--- config.mk ---
export PLATFORM = sky130hd
export DESIGN_NAME = priority_encoder
export DESIGN_NICKNAME = d
export VERILOG_FILES = /design/src/rtl/priority_encoder_pkg.sv /design/src/rtl/priority_encoder_core.sv /design/src/rtl/priority_encoder.sv
export SDC_FILE = /design/constraint.sdc
export NUM_CORES = 1
export LEC_CHECK = 0
export BUFFER_PORTS_ARGS = -buffer_cell sky130_fd_sc_hd__buf_2
export CORE_AREA = 3 3 40 42
export DETAILED_ROUTE_END_ITERATION = 16
export DIE_AREA = 0 0 43 45
export SLEW_MARGIN = 0
export SYNTH_ARGS = -nofsm -noshare
export SYNTH_HDL_FRONTEND = slang
export SYNTH_HIERARCHICAL = 1
export SYNTH_SLANG_ARGS = --single-unit
--- constraint.sdc ---
create_clock -name clk -period 0.8 [get_ports clk]
set_input_delay 0.16 -clock clk [delete_from_list [all_inputs] [get_ports clk]]
set_output_delay 0.16 -clock clk [all_outputs]
set_load 0.02 [all_outputs]
--- src/rtl/priority_encoder_pkg.sv ---
// Shared constants for the priority encoder slice.
package priority_encoder_pkg;

    // Default request-vector width used by the top level.
    localparam int PE_DEFAULT_WIDTH = 8;

endpackage : priority_encoder_pkg

--- src/rtl/priority_encoder_core.sv ---
// Combinational leading-one detector: index of the highest set bit of d.
// Bits are scanned LSB->MSB so the last (highest) hit overwrites earlier ones.
module priority_encoder_core #(
    parameter  int WIDTH = 8,
    localparam int IDX_W = $clog2(WIDTH)
) (
    input  logic [WIDTH-1:0] d,
    output logic [IDX_W-1:0] idx,
    output logic             any
);

    // Scan every request bit; a later (higher) set bit replaces the index.
    always_comb begin
        idx = '0;
        any = 1'b0;
        for (int i = 0; i < WIDTH; i++) begin
            if (d[i]) begin
                idx = IDX_W'(i);
                any = 1'b1;
            end
        end
    end

endmodule : priority_encoder_core

--- src/rtl/priority_encoder.sv ---
// Registered N-to-log2(N) priority encoder. Y holds the index of the highest
// set bit of D sampled on the previous rising edge; valid flags a non-zero D.
module priority_encoder
    import priority_encoder_pkg::*;
#(
    parameter  int WIDTH = PE_DEFAULT_WIDTH,
    localparam int IDX_W = $clog2(WIDTH)
) (
    input  logic             clk,
    input  logic             rst_n,
    input  logic [WIDTH-1:0] D,
    output logic [IDX_W-1:0] Y,
    output logic             valid
);

    logic [IDX_W-1:0] idx;
    logic             any;

    priority_encoder_core #(
        .WIDTH (WIDTH)
    ) u_core (
        .d   (D),
        .idx (idx),
        .any (any)
    );

    // Single output stage; reset clears outputs without waiting for clk.
    always_ff @(posedge clk or negedge rst_n) begin
        if (!rst_n) begin
            Y     <= '0;
            valid <= 1'b0;
        end else begin
            Y     <= idx;
            valid <= any;
        end
    end

    // A one-hot request must come back as exactly its own bit position.
    property p_onehot;
        @(posedge clk) disable iff (!rst_n)
            $onehot(D) |=> ($past(D) == (WIDTH'(1) << Y));
    endproperty
    a_onehot: assert property (p_onehot);

    // No valid request means the index must read zero.
    property p_idle_zero;
        @(posedge clk) disable iff (!rst_n) !valid |-> (Y == '0);
    endproperty
    a_idle_zero: assert property (p_idle_zero);

    // While held in reset the outputs stay cleared.
    property p_reset_vals;
        @(posedge clk) !rst_n |-> (Y == '0 && !valid);
    endproperty
    a_reset_vals: assert property (p_reset_vals);

endmodule : priority_encoder

==> metrics.md <==
| Metric | Value |
|---|---|
| Crit path time final | `between 0.8 and 0.9 ns` |
| Syn_nets | `26` |
| Die height | `~45 µm` |
| Post-synth EDFFs | `0` |
| Post-Synthesis Cell Area | `about 160 µm²` |
| Routed wl met2 | `114 µm` |
| Ys Warns | `6` |
| Total GRT Usage | `0.0469` |
| Initial Utilization | `0.123` |
| Ports | `14` |
| Top post-synthesis cells by count | `4 x dfrtp_1, 4 x nor2_1, 2 x a21oi_1, 2 x o31ai_1` |
| RSZ-0062 raised after global routing | `true` |
| Worst rel slew slack | `0.854` |
| Highest metal used | `met4` |
| Final hold vios | `0` |
| TritonCTS clock tree | `built` |
| Final WL | `between 300 and 400 µm` |
| Initial antenna violation count | `0` |
| Lkg Pwr | `between 0.1 and 0.15 nW` |
| Vias | `170` |
| Violated checks | `negative setup slack` |
| # DRC | `0` |
| Tightest Pin Transition | `~0.22 ns` |
| Most used DFF post-synth | `dfrtp_1` |
| DR WL/cell | `roughly 7.3 µm` |
| Min setup slack post-route | `-0.0844 ns` |
| Max cap viols | `0` |
| Peak VDD IR | `around 0.30 mV` |
| Mapped Cells | `16` |
| Setup TNS | `-0.323 ns` |
| Power per Cell Area | `1800 mW/mm²` |
| Post-synth top area share | `0.635` |
| Vias in the first global route | `between 150 and 200` |
| Post-layout util | `0.233` |
| Grt total ovfl | `0` |
| CP max stage cell | `dfrtp_1` |
| Critical path arrival | `around 0.7 ns` |
| Pre-CTS WS | `approximately 0.093 ns` |
| Worst EP required | `around 0.64 ns` |
| CTS sink count | `4` |
| Area leader, netlist | `dfrtp_1` |
| Setup Fix Bufs, Post-CTS | `0` |
| Core Area | `approximately 0.0013 mm²` |
| Synth area leaders | `dfrtp_1 63%, nor2_1 9.5%, o31ai_1 9.5%` |
| HPWL after detailed placement | `just over 300 µm` |
| Root buf cell | `clkbuf_4` |
| Num CTS Buffers | `3` |
| Gp weighted congestion | `about 0.65` |
| Htree depth | `1` |
| Synth Register Bits | `4` |
| Dpl cells | `between 40 and 50` |
| Status | `complete, but fails checks` |
| Drt first pass iters | `2` |
| Via/cell ratio | `3.54` |
| Reg clk slew, reported paths | `approximately 0.04 ns` |
| FMAX | `1130 MHz` |
| Cell variety after synth | `8` |
| DRT met1 WL | `between 150 and 200 µm` |
| Final nets | `45` |
| Largest net degree at the start of global routing | `5` |
| Avg Synthesized Cell Area | `around 9.9 µm²` |
| Global-route wire length before repair | `579 µm` |
| Clock buffer depth | `2` |
| Crit-path leading delay family | `flip-flops` |
| Final Cycle Share | `1.11` |
| Register area share after synthesis | `0.635` |
| Fin. max-slew vios | `0` |
| Slowest stage delay, CP | `between 0.3 and 0.4 ns` |
| Die Wd | `43 µm` |
| Crit path max fanout | `1` |
| Worst path bufs/invs | `1` |
| Setup CP Type | `reg2out` |
| Post-route insts no fill | `48` |
| Async SR Flop Fraction | `1.00` |
| Sequence of cells on the critical path | `buf_6` |
| # rows | `13` |
| Fraction of layout cells with a size suffix above 1 | `0.485` |
| 1st-iter DRT viols | `3` |
| Setup-failing EPs final | `4` |
| Final ANT Viol Nets | `0` |
| Ant diodes | `0` |
| CP Launch Type | `flip-flop` |
| Worst min-delay path category | `in2reg` |
| Worst Setup End Kind | `output pin` |
| IO buf count | `13` |
| Die ar. | `about 0.0019 mm²` |
| Metal3 WL | `around 62 µm` |
| P&R area growth vs syn | `89.7%` |
[metal layers]
metal  global-route usage  vias to the layer above
li1                     -                       88
met1               0.0465                       65
met2               0.0569                       15
met3               0.0120                        2
met4               0.0904                        0
met5                    0                        -
[what timing repair did]
action,4_1_cts,5_1_grt
gates resized for setup,8,0
endpoints found under the hold margin,4,0
setup endpoints to repair,4,4
hold buffers,1,0
[power by group]
| part | total, W | internal [W] | switching, W |
|---|---|---|---|
| logic | 0.0000793 | 0.0000410 | 0.0000383 |
| registers | 0.000215 | 0.000211 | 0.00000332 |
| clock network | 0.000243 | 0.000167 | 0.0000757 |
[final cells by class]
cell class | instances | area (µm²)
Multi-Input combinational cell | 10 | 50.0
Timing Repair Buffer | 14 | 100
Tap cell | 15 | 18.8
Clock buffer | 3 | 22.5
Inverter | 2 | 7.51
Sequential cell | 4 | 100
Fill cell | 143 | 986
[final timing paths]
path,endpoint,depth (start not counted),from
setup / recovery,Y[0],1,Y[0]$_DFF_PN0_
hold / removal,Y[1]$_DFF_PN0_,2,D[5]
max in group asynchronous,valid$_DFF_PN0_,2,rst_n
min in group asynchronous,Y[0]$_DFF_PN0_,2,rst_n
[sequential cells by signal, indices dropped and copies added (netlist names)]
register,count
Y,3
valid,1
[cell families after synthesis]
kind of cell           Yosys count  synth area share
and+or+nand+nor                  6             0.159
buffers and inverters            2            0.0476
AOI/OAI and AO/OA                4             0.159
DFF                              4             0.635
[per-stage QoR]
step | total power, W | hold WS, ns | instance area, µm²
5_1_grt | 0.000580 | 0.153 | 299
2_1_floorplan | 0.000242 | -0.136 | 158
3_3_place_gp | 0.000281 | -0.0361 | 241
4_1_cts | 0.000554 | 0.140 | 299
6_report | 0.000537 | 0.147 | 299
3_5_place_dp | 0.000283 | -0.0355 | 241
[layout by cell type (no fill, tap or decap)]
cell type	count
a21oi_1	2
buf_2	9
buf_6	4
clkbuf_4	3
clkinv_1	1
dfrtp_1	4
dlygate4sd3_1	1
inv_1	1
nand2_1	1
nand4_1	1
nor2_1	4
o31ai_1	2
No activity file was read; power rests on OpenSTA's default activity.
